--- src/rtl/seven_seg_pkg.sv ---
// rtl/seven_seg_pkg.sv - shared widths and glyph table for the seven-segment counter
package seven_seg_pkg;

  localparam int SEG_W   = 7;
  localparam int DIGIT_W = 4;

  localparam logic [SEG_W-1:0] BLANK = 7'h00;

  // bit0 = a .. bit6 = g, active-high
  localparam logic [SEG_W-1:0] GLYPH [16] = '{
    7'h3F, 7'h06, 7'h5B, 7'h4F, 7'h66, 7'h6D, 7'h7D, 7'h07,
    7'h7F, 7'h6F, 7'h77, 7'h7C, 7'h39, 7'h5E, 7'h79, 7'h71
  };

endpackage

--- src/rtl/seven_seg_decoder.sv ---
// rtl/seven_seg_decoder.sv - combinational nibble to seven-segment glyph with blanking
module seven_seg_decoder
  import seven_seg_pkg::*;
(
  input  logic [DIGIT_W-1:0] digit,
  input  logic               blank,
  output logic [SEG_W-1:0]   seg
);

  always_comb begin
    seg = GLYPH[digit];
    if (blank) begin
      seg = BLANK;
    end
  end

endmodule

--- src/rtl/seven_seg_mux_counter.sv ---
// rtl/seven_seg_mux_counter.sv - multi-digit BCD/hex up/down counter with multiplexed seven-segment scan
// Optional leading-zero blanking when LEADING_ZERO_BLANK_EN is defined.
module seven_seg_mux_counter
  import seven_seg_pkg::*;
#(
  parameter int NUM_DIGITS  = 4,
  parameter int TICK_DIV    = 10_000_000,
  parameter int REFRESH_DIV = 10_000
) (
  input  logic                          clock,
  input  logic                          reset,
  input  logic                          io_ena,
  input  logic                          io_run,
  input  logic                          io_down,
  input  logic                          io_bcd,
  input  logic                          io_load,
  input  logic [DIGIT_W*NUM_DIGITS-1:0] io_loadValue,
  output logic [SEG_W-1:0]              io_sevenSeg,
  output logic [NUM_DIGITS-1:0]         io_digitSel,
  output logic                          io_tick,
  output logic [DIGIT_W*NUM_DIGITS-1:0] io_count
);

  localparam int CW = DIGIT_W * NUM_DIGITS;
  localparam int PW = $clog2(TICK_DIV);
  localparam int RW = (REFRESH_DIV > 1) ? $clog2(REFRESH_DIV) : 1;
  localparam int IW = (NUM_DIGITS > 1) ? $clog2(NUM_DIGITS) : 1;

  localparam logic [PW-1:0] PRESC_MAX   = PW'(TICK_DIV - 1);
  localparam logic [RW-1:0] REFRESH_MAX = RW'(REFRESH_DIV - 1);
  localparam logic [IW-1:0] SCAN_MAX    = IW'(NUM_DIGITS - 1);

  logic [PW-1:0]         presc_q, presc_d;
  logic                  tick_q, tick_d;
  logic [CW-1:0]         count_q, count_d;
  logic [RW-1:0]         refresh_q, refresh_d;
  logic [IW-1:0]         scan_idx_q, scan_idx_d;
  logic [NUM_DIGITS-1:0] sel_q, sel_d;
  logic [SEG_W-1:0]      seg_q, seg_d;

  logic [CW-1:0]         count_step;
  logic                  carry;
  logic [DIGIT_W-1:0]    dig;
  logic [DIGIT_W-1:0]    nd;
  logic [DIGIT_W-1:0]    digit_max;

  logic [DIGIT_W-1:0]    cur_digit;
  logic [NUM_DIGITS-1:0] cur_onehot;
  logic                  cur_blank;
  logic [SEG_W-1:0]      dec_seg;

  // Ripple the +/-1 through the digits; in BCD anything >= 9 rolls over on an up step.
  always_comb begin
    count_step = count_q;
    carry      = 1'b1;
    dig        = '0;
    nd         = '0;
    digit_max  = io_bcd ? 4'd9 : 4'hF;
    for (int i = 0; i < NUM_DIGITS; i++) begin
      dig = count_q[i*DIGIT_W +: DIGIT_W];
      nd  = dig;
      if (carry) begin
        if (!io_down) begin
          if (dig >= digit_max) begin
            nd = '0;
          end else begin
            nd    = dig + 4'd1;
            carry = 1'b0;
          end
        end else begin
          if (dig == 4'd0) begin
            nd = digit_max;
          end else begin
            nd    = dig - 4'd1;
            carry = 1'b0;
          end
        end
      end
      count_step[i*DIGIT_W +: DIGIT_W] = nd;
    end
  end

  always_comb begin
    cur_digit  = '0;
    cur_onehot = '0;
    for (int i = 0; i < NUM_DIGITS; i++) begin
      if (scan_idx_q == IW'(i)) begin
        cur_digit     = count_q[i*DIGIT_W +: DIGIT_W];
        cur_onehot[i] = 1'b1;
      end
    end
  end

`ifdef LEADING_ZERO_BLANK_EN
  logic [NUM_DIGITS-1:0] zero_from;
  logic                  zero_acc;

  // zero_from[i] is set when digit i and all digits above it are zero.
  always_comb begin
    zero_from = '0;
    zero_acc  = 1'b1;
    cur_blank = 1'b0;
    for (int j = NUM_DIGITS - 1; j >= 0; j--) begin
      zero_acc     = zero_acc & (count_q[j*DIGIT_W +: DIGIT_W] == 4'd0);
      zero_from[j] = zero_acc;
    end
    for (int j = 1; j < NUM_DIGITS; j++) begin
      if (scan_idx_q == IW'(j) && zero_from[j]) begin
        cur_blank = 1'b1;
      end
    end
  end
`else
  assign cur_blank = 1'b0;
`endif

  seven_seg_decoder u_decoder (
    .digit (cur_digit),
    .blank (cur_blank),
    .seg   (dec_seg)
  );

  always_comb begin
    presc_d    = presc_q;
    tick_d     = tick_q;
    count_d    = count_q;
    refresh_d  = refresh_q;
    scan_idx_d = scan_idx_q;
    sel_d      = sel_q;
    seg_d      = seg_q;
    if (io_ena) begin
      tick_d  = (presc_q == PRESC_MAX);
      presc_d = tick_d ? '0 : presc_q + PW'(1);

      if (io_load) begin
        count_d = io_loadValue;
      end else if (tick_q && io_run) begin
        count_d = count_step;
      end

      if (refresh_q == REFRESH_MAX) begin
        refresh_d  = '0;
        scan_idx_d = (scan_idx_q == SCAN_MAX) ? '0 : scan_idx_q + IW'(1);
      end else begin
        refresh_d = refresh_q + RW'(1);
      end

      sel_d = cur_onehot;
      seg_d = dec_seg;
    end
  end

  always_ff @(posedge clock or posedge reset) begin
    if (reset) begin
      presc_q    <= '0;
      tick_q     <= 1'b0;
      count_q    <= '0;
      refresh_q  <= '0;
      scan_idx_q <= '0;
      sel_q      <= NUM_DIGITS'(1);
      seg_q      <= GLYPH[0];
    end else begin
      presc_q    <= presc_d;
      tick_q     <= tick_d;
      count_q    <= count_d;
      refresh_q  <= refresh_d;
      scan_idx_q <= scan_idx_d;
      sel_q      <= sel_d;
      seg_q      <= seg_d;
    end
  end

  // A pending tick survives a freeze but is never shown while disabled.
  assign io_tick     = tick_q & io_ena;
  assign io_count    = count_q;
  assign io_digitSel = sel_q;
  assign io_sevenSeg = seg_q;

endmodule

--- config.mk ---
export PLATFORM = sky130hd
export DESIGN_NAME = seven_seg_mux_counter
export DESIGN_NICKNAME = d
export VERILOG_FILES = /design/src/rtl/seven_seg_pkg.sv /design/src/rtl/seven_seg_decoder.sv /design/src/rtl/seven_seg_mux_counter.sv
export SDC_FILE = /design/constraint.sdc
export NUM_CORES = 1
export LEC_CHECK = 0
export ABC_AREA = 1
export ABC_CLOCK_PERIOD_IN_PS = 1700
export BUFFER_PORTS_ARGS = -buffer_cell sky130_fd_sc_hd__buf_2
export CORE_ASPECT_RATIO = 1.4
export CORE_UTILIZATION = 40
export DETAILED_ROUTE_END_ITERATION = 6
export PLACE_DENSITY_LB_ADDON = 0.08
export SYNTH_ARGS = -nofsm -noshare
export SYNTH_HDL_FRONTEND = slang
export SYNTH_SLANG_ARGS = --single-unit
--- constraint.sdc ---
create_clock -name clock -period 1.7 [get_ports clock]
set_input_delay 0.17 -clock clock [delete_from_list [all_inputs] [get_ports clock]]
set_output_delay 0.17 -clock clock [all_outputs]
set_load 0.05 [all_outputs]
# Word-level counts from Yosys, hierarchy flattened
# Memories as Yosys holds them, arrays and structs flattened. A register that Yosys moved wholly into a read port is not among the register bits.
# Cells that the tools add are included.
# W data, S select, Z words.
# word_totals
n_memories	1
elab_cells	87
input_bits	23
rom_bits	112
output_inout_bits	28
register_bits	61
# memory_table
name	words	word_bits	read_ports	rd_clocked_by_memory_dff	write_ports	line	source
(no name shown)	16	7	1	1	0	seven_seg_decoder.sv:11	seg = GLYPH[digit];
# op_classes
magnitude_cmp	4
n_reduce_logical	15
n_bitwise	2
addsub	11
eq_ne	5
muxes	40
# ops
operator	n
$mux W4	19
$mux W16	2
$add A24 B1 Y24 const B	1
$eq A24 B24 Y1 const B	1
$mux W24	1
$add A4 B1 Y4 const B	4
$ge A4 B4 Y1	4
$logic_not A4 Y1	4
$sub A4 B1 Y4 const B	4
$mux W1	15
$add A14 B1 Y14 const B	1
$eq A14 B14 Y1 const B	1
$mux W14	1
$reduce_and A3 Y1	3
$reduce_bool A2 Y1	4
$not A4 Y5	1
$eq A2 B2 Y1 const B	2
$reduce_and A2 Y1	2
$mux W3	1
$add A2 B1 Y2 const B	1
$eq A2 B1 Y1 const B	1
$logic_not A2 Y1	1
$mux W2	1
$and A1 B1 Y1	1
$logic_and A1 B1 Y1	1

# Depth between registers and ports, before layout
# Gate-level depths: netlist of run 1.
# logic_depth
word_depth	9
ltp_mapped	13
mapped_depth_nobuf	13

# By module
# A second synthesis of run 1 with hierarchy kept.
# hier_totals
cells_unflattened	764
hier_area_um2	5207.5
# by_module_without_submodules
module	cells_each	n_inst	area_per_inst_um2	seq_area_each_um2
seven_seg_mux_counter	716	1	4938.5	1710.4
seven_seg_decoder	48	1	269.0	0.0

# Worst setup path after synthesis of run 1
# Ideal clock, no wire load.
# synth_path
kind	register -> register
start	reg count_q[0] (netlist: io_count[0])
end	reg count_q[14] (netlist: io_count[14])
required_ns	1.582
arrival_time_ns	1.802
setup_ns	0.118
synth_period_minus_slack_ns	1.921
setup_slack_ns	-0.221
n_path_buf	0
stages_incl_launch_ff	14
path_cell_list	dfrtp_1 inv_1 ha_1 inv_1 nor2_1 nand3_1 nand2_1 inv_1 nand2_2 nand2_4 nor2_4 nand2_2 nand2_1 nand2_1
# synth_via
elab_chain_cells	7
elab_cells_between_ends	9
cone_classes	order compare (1); mux (5); reduce/logical (3)
# synth_rtl
element	line	source
start, declared	seven_seg_mux_counter.sv:35	logic [CW-1:0] count_q, count_d;
start signal, assigned	seven_seg_mux_counter.sv:165	count_q <= count_d;
$ge A4 B4 Y1 / $logic_not A4 Y1 (equally long branches)	seven_seg_mux_counter.sv:64, seven_seg_mux_counter.sv:71	
$mux W1, on equally long branches	seven_seg_mux_counter.sv:64, seven_seg_mux_counter.sv:71	
$mux W1 *	seven_seg_mux_counter.sv:63	if (!io_down) begin
$mux W1 * (2 in a row)	seven_seg_mux_counter.sv:62	if (carry) begin
$reduce_bool A2 Y1 (no line) *	--	
$reduce_and A3 Y1 (no line) *	--	
# Every way passes the cells marked *; elsewhere a longest branch is shown, timed or not.
# A chain may end at the register's enable or synchronous reset.

# Worst setup path after layout of run 1
# layout_path
start	reg scan_idx_q[1]
end	reg seg_q[6] (netlist: io_sevenSeg[6])
# layout_via
elab_chain_cells	6
elab_cells_between_ends	9
cone_classes	eq/ne (3); mux (4); bitwise (1); reduce/logical (1)
# layout_rtl
element	line	source
start, declared	seven_seg_mux_counter.sv:37	logic [IW-1:0] scan_idx_q, scan_idx_d;
start signal, assigned	seven_seg_mux_counter.sv:167	scan_idx_q <= scan_idx_d;
$logic_not A2 Y1	seven_seg_mux_counter.sv:87	if (scan_idx_q == IW'(i)) begin
$mux W4 (3 in a row)	seven_seg_mux_counter.sv:87	
$mux W4 *	seven_seg_mux_counter.sv:87	
$not A4 Y5 (not written as such) *	seven_seg_decoder.sv:11	
end, declared	seven_seg_mux_counter.sv:39	logic [SEG_W-1:0] seg_q, seg_d;
# Marked as above.

==> key figures, run 1 <==
Placement
  – Placed inst area: 0.00587 sq mm
  – Post-Place Worst Slack: -0.129 ns
  – Final GP Congestion: 0.887
  – Placed wire-length estimate: 10600 um
  – Number of buffers added on ports: 50

Synthesis
  – Synth Flop Type: dfrtp_1
  – Syn nets: 766
  – Top area cells in the synthesized netlist: dfrtp_1 31%, nand2_1 16%, ha_1 7.6%
  – Post-synthesis cell area: 0.00495 sq mm
  – Post-synth EDFFs: 0
  – Syn_area_per_cell: 6.94 sq um
  – Cell taking the most area after synthesis: dfrtp_1
  – Yosys warns: 0
  – Post-Synthesis Cells: 713
  – Seq/Total Area, Yosys: 34.6%
  – Top cell type's share of synthesized area: 30.8%
  – Flip-flop and latch count after synthesis: 68
  – Async S/R FF share, synth: 100%
  – Synth unique cells: 41

Critical path
  – WP data required: 1.96 ns
  – CP endpoint: io_sevenSeg[6]$_DFFE_PP0P_
  – CP Class: flop to flop
  – Source of the worst register-to-register timing path: scan_idx_q[1]$_DFFE_PP0P_
  – Reg2reg end: io_sevenSeg[6]$_DFFE_PP0P_
  – Crit path DAT: 2.05 ns
  – CP endpoint kind: flop
  – Crit path launch: scan_idx_q[1]$_DFFE_PP0P_
  – Register-to-Register Path Depth: 12
  – Type of origin of the critical path: flop
  – FF-to-FF setup slack: -0.09 ns
  – Crit Path Max Fanout: 4

Cells and area
  – Share of cells above drive strength 1: 29.3%
  – Final design utilization: 54.6%
  – FILL cells: 1168
  – Area grow syn2layout: 31.8%
  – Most frequent cells in the layout: 193 x nand2_1, 73 x inv_1, 66 x nor2_1
  – Register area: 0.00173 sq mm
  – Final net count: 885
  – Fin area: 0.00652 sq mm
  – Commonest non-fill, non-tap cell in the layout: nand2_1
  – Multi-input logic area: 0.00312 sq mm

Clock network
  – CTS tree: done
  – Root Driver: clkbuf_16
  – Clk buf depth: 2
  – Clock transition at path regs: 0.06 ns
  – CTS Buf Count: 9
  – H-Tree Depth: 3
  – CTS sink count: 68
  – Worst skew pair latency: 0.33 ns

Timing
  – Unrepaired setup endpoints after global routing: true
  – Period utilization: 105%
  – Setup-failing EPs final: 7
  – Measured slew at the worst slew-check pin: 0.458 ns
  – Fmax: 0.560 GHz
  – Fin. max-slew vios: 0
  – Final WS setup: -0.0863 ns
  – Skew final: 0.00352 ns
  – Final hold violations: 0
  – Fin crit period: 1.79 ns
  – Slew headroom: 69.2%

Drt
  – Iter 0 DRT Violations: 159
  – DR WL/cell: 14.4 um
  – WL final: 14200 um
  – Via density: 5.12
  – Total iterations of the first detailed-routing run: 4
  – Via Count: 5040
  – Antenna Nets Post-Route: 0
  – DRC: 0

Die
  – Die Span Y: 134 um
  – DIE AREA: 0.0128 sq mm
  – Core area: 0.0119 sq mm
  – Starting Density: 41.5%
  – Die X: 96.0 um
  – IO Count: 51
  – Site row count: 47

GRT
  – Pin count of the biggest net entering global routing: 69
  – Tot GR Track Use: 23.2%
  – Vias in the first global route: 4920
  – Initial antenna violation count: 0
  – First-pass GRT wire length: 22900 um
  – Gr ovfl total: 0

Job
  – MaxCap Viol Count: 0

Status
  – Outcome: finished with violations
  – Failing checks: negative setup slack

Power
  – Cell Pwr Density: 1300 mW/mm^2
  – Leakage power: 3.23 nW
  – Worst IR Drop VDD: 0.768 mV

Worst hold path
  – Hold/Removal Path Class: input port to flop
routing by layer:
metal  vias to the layer above  share of wire [%]  global-route usage, %
li1                       2542                  -                      -
met1                      2350                 40                   25.4
met2                       103                 52                   41.4
met3                        45                2.9                   3.42
met4                         0                4.7                   12.8
met5                         -                  0                      0
sequential cells by signal, summed over array words and instances, names as in the netlist:
signal       count
io_sevenSeg      7
presc_q         24
io_digitSel      4
refresh_q       14
tick_q           1
io_count        16
scan_idx_q       2
worst max-delay path: stages, from the launching register on:
cell and delay (ns):
dfrtp_1 0.43, inv_2 0.13, ha_4 0.18, inv_4 0.05
nand3_2 0.07, nand3_4 0.08, nand2_2 0.11, nand2_4 0.07
ha_4 0.16, nand3b_1 0.19, nand2_1 0.11, nor2_1 0.04
o21ai_1 0.11
how the worst min path moves through the flow:
| stage | from | endpoint | slack (ns) | cells past startpoint |
|---|---|---|---|---|
| after floorplan | reset | io_count[11]$_DFFE_PP0P_ | 0.32 | 1 |
| after global placement | reset | io_count[3]$_DFFE_PP0P_ | 0.30 | 3 |
| after detailed placement | reset | refresh_q[7]$_DFFE_PP0P_ | 0.30 | 3 |
| after CTS | io_loadValue[4] | io_count[4]$_DFFE_PP0P_ | 0.1 | 3 |
| after global routing | io_loadValue[4] | io_count[4]$_DFFE_PP0P_ | 0.14 | 3 |
| final | io_loadValue[4] | io_count[4]$_DFFE_PP0P_ | 0.10 | 3 |
area by class of cell:
class | instances | share of cell area, %
inverter | 94 | 5.51
tap | 147 | 2.82
clock buffer | 10 | 3.51
clock inverter | 6 | 1.36
timing repair buffer | 120 | 12.4
antenna | 1 | 0.0384
multi-input combinational | 539 | 47.9
sequential | 68 | 26.5
stage by stage:
stage               instances  hold WS (ns)  TNS [ns]  power, mW
global route              984         0.136     -1.89       9.10
floorplan                 713         0.324    -0.183       5.03
CTS                       978        0.0987    -0.330       8.36
finish                    985         0.101    -0.429       8.50
global placement          954         0.302    -0.208       6.09
detailed placement        954         0.305    -0.913       6.16
Yosys cell counts (2+ instances only):
master and number:
xnor2_1 5, ha_1 30, dfrtp_1 61, o21ai_1 3
inv_2 9, nor3b_1 2, o211ai_1 6, nand3_1 73
xor2_1 15, a21oi_1 26, nand3b_1 3, nand2_1 205
a31oi_1 3, inv_1 85, nor4_1 6, nand4_1 12
nor2_4 3, nor3_2 3, nor2_2 2, or2_2 5
buf_2 5, dfstp_2 7, nand2_2 7, buf_4 2
nor2_1 70, o21ai_0 36, nor3_1 10, clkbuf_1 6
what timing repair did:
| action | CTS | global route |
|---|---|---|
| endpoints found under the hold margin | 61 | 0 |
| hold buffers | 1 | 0 |
| resized for setup | 25 | 39 |
| pin swaps | 17 | 22 |
| setup buffers | 7 | 6 |
| setup endpoints to repair | 15 | 34 |
| gates cloned | 0 | 1 |
cell families after synthesis:
kind of cell             after synthesis  synth area share (%)
AND/OR/NAND/NOR                      408                  37.0
XOR/XNOR                              20                  3.54
AO/OA/AOI/OAI                         80                  8.95
buffers and inverters                107                  8.39
adder cells (fa/ha/maj)               30                  7.59
flip-flops                            68                  34.6
report_power, final:
part	internal [mW]	switching, mW	total [mW]
clock network	1.28	0.738	2.02
registers	2.07	0.459	2.53
logic	1.43	2.52	3.95
total	4.78	3.72	8.50
No activity file was read; power rests on OpenSTA's default activity.
==> run 2: changes to the inputs <==
--- a/config.mk
+++ b/config.mk
@@ -5,7 +5,6 @@
 export SDC_FILE = /design/constraint.sdc
 export NUM_CORES = 1
 export LEC_CHECK = 0
-export ABC_AREA = 1
 export ABC_CLOCK_PERIOD_IN_PS = 1700
 export BUFFER_PORTS_ARGS = -buffer_cell sky130_fd_sc_hd__buf_2
 export CORE_ASPECT_RATIO = 1.4
==> run 2 against run 1 <==
Against the previous run: the flow still finishes with violations (negative setup slack); total power up 0.45%; register-to-register slack worse by 0.41 ns; non-clock buffer count up 58; via count down 16%; critical path depth down 4; fmax down 19%; clock power down 13%; highest routed layer unchanged.
==> key figures, run 2 <==
Status
  – Outcome: finished with violations (unchanged)
  – Failing checks: negative setup slack (unchanged)

Synthesis
  – Top cell type's share of synthesized area: 33.2% (was 30.8%)
  – Cell taking the most area after synthesis: dfrtp_1 (unchanged)
  – Synth unique cells: 73 (was 41)
  – Post-Synthesis Cells: 474 (was 713)
  – Async S/R FF share, synth: 100% (unchanged)
  – Top area cells in the synthesized netlist: dfrtp_1 33%, ha_1 8.2%, xnor2_1 5.3% (was dfrtp_1 31%, nand2_1 16%, ha_1 7.6%)
  – Post-synth EDFFs: 0 (unchanged)
  – Post-synth top cells: 61 x dfrtp_1, 37 x nor2_1, 30 x ha_1 (was 205 x nand2_1, 85 x inv_1, 73 x nand3_1)
  – Syn nets: 527 (was 766)
  – Seq/Total Area, Yosys: 37.2% (was 34.6%)
  – Syn_area_per_cell: 9.70 sq um (was 6.94 sq um)
  – Flip-flop and latch count after synthesis: 68 (unchanged)
  – Yosys warns: 0 (unchanged)
  – Synth Flop Type: dfrtp_1 (unchanged)
  – Count leader, synth: dfrtp_1 (was nand2_1)
  – Post-synthesis cell area: 0.00460 sq mm (was 0.00495 sq mm)

Drt
  – Via Count: 4238 (was 5040)
  – DR WL/cell: 16.2 um (was 14.4 um)
  – WL final: 12900 um (was 14200 um)
  – Via density: 5.34 (was 5.12)
  – Iter 0 DRT Violations: 198 (was 159)
  – Antenna Nets Post-Route: 0 (unchanged)
  – Total iterations of the first detailed-routing run: 4 (unchanged)
  – DRC: 0 (unchanged)

Timing
  – Setup-failing EPs final: 19 (was 7)
  – Setup TNS: -5.18 ns (was -0.429 ns)
  – Skew final: 0.00822 ns (was 0.00352 ns)
  – Slew headroom: 67.7% (was 69.2%)
  – Final WS setup: -0.500 ns (was -0.0863 ns)
  – Final hold violations: 0 (unchanged)
  – Unrepaired setup endpoints after global routing: true (unchanged)
  – Measured slew at the worst slew-check pin: 0.484 ns (was 0.458 ns)
  – Fin. max-slew vios: 0 (unchanged)
  – Worst hold slack: 0.130 ns (was 0.101 ns)
  – Period utilization: 129% (was 105%)
  – Fmax: 0.455 GHz (was 0.560 GHz)
  – Fin crit period: 2.20 ns (was 1.79 ns)

Power
  – Worst IR Drop VDD: 0.557 mV (was 0.768 mV)
  – Cell Pwr Density: 1250 mW/mm^2 (was 1300 mW/mm^2)
  – Leakage power: 3.07 nW (was 3.23 nW)
  – Power Total: 8.54 mW (was 8.50 mW)

Cells and area
  – Largest Register: presc_q (unchanged)
  – Area grow syn2layout: 48.1% (was 31.8%)
  – Final net count: 698 (was 885)
  – Most frequent cells in the layout: 117 x buf_4, 50 x buf_2, 46 x dfrtp_1 (was 193 x nand2_1, 73 x inv_1, 66 x nor2_1)
  – Max reg flops: 24 (unchanged)
  – Commonest non-fill, non-tap cell in the layout: buf_4 (was nand2_1)
  – Final design utilization: 60.4% (was 54.6%)
  – Share of cells above drive strength 1: 49.1% (was 29.3%)
  – Diodes inserted: 0 (was 1)
  – Fin area: 0.00681 sq mm (was 0.00652 sq mm)
  – Finished Layout Cells: 794 (was 985)

Critical path
  – WP data required: 1.96 ns (about the same)
  – Crit path DAT: 2.46 ns (was 2.05 ns)
  – Reg2reg end: io_sevenSeg[0]$_DFFE_PP1P_ (was io_sevenSeg[6]$_DFFE_PP0P_)
  – Source of the worst register-to-register timing path: scan_idx_q[0]$_DFFE_PP0P_ (was scan_idx_q[1]$_DFFE_PP0P_)
  – Register-to-Register Path Depth: 8 (was 12)
  – CP endpoint kind: flop (unchanged)
  – CP Class: flop to flop (unchanged)
  – FF-to-FF setup slack: -0.50 ns (was -0.09 ns)
  – Crit Path Max Fanout: 8 (was 4)
  – Type of origin of the critical path: flop (unchanged)
  – Crit path launch: scan_idx_q[0]$_DFFE_PP0P_ (was scan_idx_q[1]$_DFFE_PP0P_)

Die
  – Site row count: 46 (was 47)
  – DIE AREA: 0.0119 sq mm (was 0.0128 sq mm)
  – Die X: 92.6 um (was 96.0 um)
  – Core area: 0.0113 sq mm (was 0.0119 sq mm)
  – IO Count: 51 (unchanged)
  – Die Span Y: 129 um (was 134 um)
  – Starting Density: 40.7% (was 41.5%)

Clock network
  – Clock transition at path regs: 0.06 ns (about the same)
  – H-Tree Depth: 3 (unchanged)
  – CTS Buf Count: 9 (unchanged)
  – Worst skew pair latency: 0.34 ns (was 0.33 ns)
  – Clk buf depth: 2 (unchanged)
  – Root Driver: clkbuf_16 (unchanged)
  – CTS tree: done (unchanged)
  – CTS sink count: 68 (unchanged)

GRT
  – First-pass GRT wire length: 20600 um (was 22900 um)
  – Tot GR Track Use: 22.3% (was 23.2%)
  – Gr ovfl total: 0 (unchanged)
  – Initial antenna violation count: 0 (unchanged)
  – Vias in the first global route: 4271 (was 4920)
  – Pin count of the biggest net entering global routing: 21 (was 69)

Placement
  – Number of buffers added on ports: 50 (unchanged)
  – Final GP Congestion: 0.839 (was 0.887)
  – Placed Cells: 748 (was 954)
  – Placed inst area: 0.00590 sq mm (was 0.00587 sq mm)
  – Placed wire-length estimate: 9170 um (was 10600 um)
  – Post-Place Worst Slack: -0.457 ns (was -0.129 ns)

Worst hold path
  – Hold EP: io_count[2]$_DFFE_PP0P_ (was io_count[4]$_DFFE_PP0P_)
  – Hold_sp: io_loadValue[2] (was io_loadValue[4])
  – Hold/Removal Path Class: input port to flop (unchanged)
  – Worst hold stages: 3 (unchanged)

Job
  – MaxCap Viol Count: 0 (unchanged)
[run 2: changes by cell type after synthesis, moves of 7 or more]
cell,before,now
a211oi_1,0,12
a21oi_1,26,15
inv_1,85,28
inv_2,9,0
mux2_2,0,13
mux2i_1,0,10
nand2_1,205,26
nand2_2,7,0
nand2b_1,0,7
nand3_1,73,17
nor2_1,70,37
o21ai_0,36,20
xnor2_1,5,28
[run 2: critical path, stage by stage (launching register included)]
cell       delay [ns]
dfrtp_2          0.47
inv_4            0.10
ha_4             0.18
nor3b_1          0.28
a211o_1          0.22
inv_2            0.09
ha_4             0.18
or4_4            0.50
o2111ai_2        0.09
[run 2: report_power, final]
group / switching (mW) / internal, mW / total (mW)
Combinational: 2.41 / 1.98 / 4.38
Sequential: 0.397 / 2.00 / 2.40
Clock: 0.729 / 1.02 / 1.75
Total: 3.53 / 5.00 / 8.54
[run 2: per-layer routing]
| metal | track usage (%) | up-vias | share of wire, % |
|---|---|---|---|
| met3 | 4.91 | 17 | 3.1 |
| li1 | - | 2062 | - |
| met1 | 24.2 | 2089 | 39 |
| met4 | 9.47 | 0 | 1.7 |
| met2 | 41.3 | 70 | 56 |
| met5 | 0 | - | 0 |
[run 2: final cells by class]
class | instances | area [sq um]
fill | 982 | 4470
multi-input combinational | 360 | 3240
sequential | 68 | 1730
timing repair buffer | 178 | 1260
clock buffer | 10 | 239
tap | 144 | 180
inverter | 28 | 119
clock inverter | 6 | 40.0
[run 2: what timing repair did]
item | CTS | global route
hold endpoints to repair | 15 | 0
buffers inserted | 8 | 22
pin swaps | 19 | 31
setup endpoints to repair | 33 | 40
gates cloned | 1 | 0
hold buffers | 1 | 0
gates resized for setup | 44 | 43
[run 2: cells by family (layout without fill, tap and decap cells)]
logic type / after synthesis / in the layout / share of synthesized area [%]
AOI/OAI and AO/OA: 107 / 108 / 17.1
and+or+nand+nor: 159 / 159 / 19.8
xor gates and xnor gates: 37 / 37 / 7.05
buffers and inverters: 47 / 222 / 4.38
adders and majority gates: 30 / 30 / 8.17
DFF: 68 / 68 / 37.2
muxes: 26 / 26 / 6.34
[run 2: worst max-delay path by stage]
stage               slack, ns                    endpoint  cells past startpoint
finish                  -0.50  io_sevenSeg[0]$_DFFE_PP1P_                      8
global placement        -0.41  io_sevenSeg[0]$_DFFE_PP1P_                      8
detailed placement      -0.46  io_sevenSeg[0]$_DFFE_PP1P_                      8
floorplan               -0.41    io_count[12]$_DFFE_PP0P_                      6
global route            -0.54  io_sevenSeg[0]$_DFFE_PP1P_                      8
CTS                     -0.40  io_sevenSeg[3]$_DFFE_PP1P_                      9
==> run 3: changes to the inputs <==
==> constraint.sdc (replaced) <==
create_clock -name clock -period 1.7 [get_ports clock]
set_input_delay 0 -clock clock [delete_from_list [all_inputs] [get_ports clock]]
set_output_delay 0 -clock clock [all_outputs]
set_load 0.05 [all_outputs]
==> run 3 against run 2 <==
Against the previous run: the run ends with negative hold slack, negative setup slack left; critical path depth shrank 2; die area unchanged; first-iteration DRC count shrank 32%; hold slack worse by 0.15 ns; setup slack improved by 0.12 ns; sequential share of layout area up 0.27 points; register-to-register slack better by 0.12 ns; clock power decreased by 2%; routed wire length fell by 1.9%; fmax increased by 5.8%; final cell count down 1.4%; global-route usage fell by 0.64 points.
==> key figures, run 3 (synthesis gave the netlist of run 2 again) <==
Timing
  – Worst hold slack: -0.0205 ns (was 0.130 ns)
  – Fin. max-slew vios: 0 (unchanged)
  – Unrepaired setup endpoints after global routing: true (unchanged)
  – Slew headroom: 68.8% (was 67.7%)
  – Fmax: 0.481 GHz (was 0.455 GHz)
  – Fin crit period: 2.08 ns (was 2.20 ns)
  – Final WS setup: -0.380 ns (was -0.500 ns)
  – Skew final: 0.00912 ns (was 0.00822 ns)
  – Measured slew at the worst slew-check pin: 0.468 ns (was 0.484 ns)
  – Final hold violations: 1 (was 0)
  – Period utilization: 122% (was 129%)
  – Setup-failing EPs final: 20 (was 19)

Cells and area
  – Fin area: 0.00673 sq mm (was 0.00681 sq mm)
  – FILL cells: 1006 (was 982)
  – Share of cells above drive strength 1: 47.4% (was 49.1%)
  – Most frequent cells in the layout: 103 x buf_4, 50 x buf_2, 47 x dfrtp_1 (was 117 x buf_4, 50 x buf_2, 46 x dfrtp_1)
  – Area grow syn2layout: 46.4% (was 48.1%)
  – Largest Register: presc_q (unchanged)
  – Max reg flops: 24 (unchanged)
  – Commonest non-fill, non-tap cell in the layout: buf_4 (unchanged)
  – Final net count: 688 (was 698)
  – Diodes inserted: 0 (unchanged)
  – Multi-input logic area: 0.00323 sq mm (was 0.00324 sq mm)
  – Register area: 0.00173 sq mm (about the same)

Critical path
  – FF-to-FF setup slack: -0.38 ns (was -0.50 ns)
  – Crit Path Max Fanout: 6 (was 8)
  – Type of origin of the critical path: flop (unchanged)
  – Crit path largest cell delay: 0.53 ns (was 0.50 ns)
  – Source of the worst register-to-register timing path: scan_idx_q[1]$_DFFE_PP0P_ (was scan_idx_q[0]$_DFFE_PP0P_)
  – Crit path launch: scan_idx_q[1]$_DFFE_PP0P_ (was scan_idx_q[0]$_DFFE_PP0P_)
  – CP endpoint kind: flop (unchanged)
  – Register-to-Register Path Depth: 6 (was 8)
  – Max stage delay cell, worst path: or4_1 (was or4_4)
  – CP cell instances: inv_4 > ha_4 > nand3b_1 > a211o_2 > or4_1 > o2111ai_2 (was inv_4 > ha_4 > nor3b_1 > a211o_1 > inv_2 > ha_4 > or4_4 > o2111ai_2)
  – CP endpoint: io_sevenSeg[0]$_DFFE_PP1P_ (unchanged)
  – Crit path DAT: 2.33 ns (was 2.46 ns)
  – Reg2reg end: io_sevenSeg[0]$_DFFE_PP1P_ (unchanged)
  – CP Class: flop to flop (unchanged)
  – WP data required: 1.95 ns (was 1.96 ns)

GRT
  – Initial antenna violation count: 0 (unchanged)
  – First-pass GRT wire length: 20200 um (was 20600 um)
  – Gr ovfl total: 0 (unchanged)
  – Vias in the first global route: 4273 (was 4271)
  – Tot GR Track Use: 21.6% (was 22.3%)
  – Pin count of the biggest net entering global routing: 69 (was 21)

Die
  – Starting Density: 40.7% (unchanged)
  – Site row count: 46 (unchanged)
  – Core area: 0.0113 sq mm (unchanged)
  – IO Count: 51 (unchanged)
  – DIE AREA: 0.0119 sq mm (unchanged)
  – Die X: 92.6 um (unchanged)
  – Die Span Y: 129 um (unchanged)

Drt
  – DR WL/cell: 16.1 um (was 16.2 um)
  – Metal2 WL: 6910 um (was 7260 um)
  – Routed met3 length: 359 um (was 401 um)
  – DRC: 0 (unchanged)
  – Top sig layer: met4 (unchanged)
  – Total iterations of the first detailed-routing run: 4 (unchanged)
  – Via Count: 4105 (was 4238)
  – Antenna Nets Post-Route: 0 (unchanged)
  – Via density: 5.24 (was 5.34)
  – WL final: 12600 um (was 12900 um)
  – Met1 WL: 5080 um (was 4980 um)
  – Iter 0 DRT Violations: 135 (was 198)

Job
  – MaxCap Viol Count: 0 (unchanged)

Worst hold path
  – Hold/Removal Path Class: input port to flop (unchanged)

Placement
  – Placed inst area: 0.00591 sq mm (was 0.00590 sq mm)
  – Final GP Congestion: 0.789 (was 0.839)
  – Placed wire-length estimate: 9040 um (was 9170 um)
  – Number of buffers added on ports: 50 (unchanged)

Clock network
  – H-Tree Depth: 3 (unchanged)
  – CTS Buf Count: 9 (unchanged)
  – Clock transition at path regs: 0.05 ns (was 0.06 ns)
  – Clk buf depth: 2 (unchanged)
  – CTS tree: done (unchanged)
  – Worst skew pair latency: 0.33 ns (was 0.34 ns)
  – Root Driver: clkbuf_16 (unchanged)
  – CTS sink count: 68 (unchanged)

Power
  – Power Total: 8.58 mW (was 8.54 mW)
  – Cell Pwr Density: 1280 mW/mm^2 (was 1250 mW/mm^2)
  – Worst IR Drop VDD: 0.671 mV (was 0.557 mV)
  – Leakage power: 3.02 nW (was 3.07 nW)

Status
  – Outcome: finished with violations (unchanged)
  – Failing checks: negative hold slack, negative setup slack (was negative setup slack)
## run 3: final cells by class
cell class                 instances  area share, %
clock buffer                      11           3.61
clock inverter                     4          0.390
inverter                          28           1.71
multi-input combinational        360           48.0
sequential                        68           25.7
tap                              144           2.68
timing repair buffer             168           17.9
## run 3: where the power goes
part	internal [mW]	switching [mW]
logic	2.05	2.44
registers	2.00	0.388
clock network	1.02	0.694
total	5.06	3.52
## run 3: how the worst min path moves through the flow
stage	slack, ns	from	endpoint	cells after the start
CTS	0.004	io_loadValue[1]	io_count[1]$_DFFE_PP0P_	3
global placement	0.11	reset	refresh_q[12]$_DFFE_PP0P_	3
floorplan	0.17	io_loadValue[5]	io_count[5]$_DFFE_PP0P_	2
finish	-0.02	io_loadValue[0]	io_count[0]$_DFFE_PP0P_	3
global route	0.002	io_loadValue[0]	io_count[0]$_DFFE_PP0P_	3
detailed placement	0.11	reset	refresh_q[6]$_DFFE_PP0P_	3
## run 3: worst max-delay path, delay by kind of cell, from the launching register on
family          cells  cell delay, ns
compound gates      2            0.53
flops               1            0.45
fa+ha+maj           1            0.18
simple gates        2            0.78
buf+inv             1            0.07
## run 3: per-layer routing
metal | vias up | track usage (%)
met5 | - | 0
met1 | 1993 | 23.5
met4 | 0 | 7.08
met3 | 16 | 4.20
met2 | 52 | 41.5
li1 | 2044 | -
## run 3: stage by stage
| step | std cells | TNS [ns] | hold WS, ns | setup slack (ns) | utilization [%] |
|---|---|---|---|---|---|
| floorplan | 474 | -7.21 | 0.174 | -0.414 | - |
| global placement | 748 | -5.77 | 0.112 | -0.410 | 52.4 |
| detailed placement | 748 | -6.32 | 0.114 | -0.444 | 52.4 |
| CTS | 771 | -4.98 | 0.00404 | -0.376 | 56.9 |
| global route | 783 | -6.44 | 0.00236 | -0.498 | 59.7 |
| finish | 783 | -4.91 | -0.0205 | -0.380 | 59.7 |
## run 3: repair_timing
action / in CTS / in global routing
hold buffers: 3 / 0
setup endpoints to repair: 35 / 40
setup buffers: 5 / 13
pin swaps: 16 / 24
gates resized for setup: 36 / 52
hold endpoints to repair: 63 / 0
gates cloned: 0 / 1
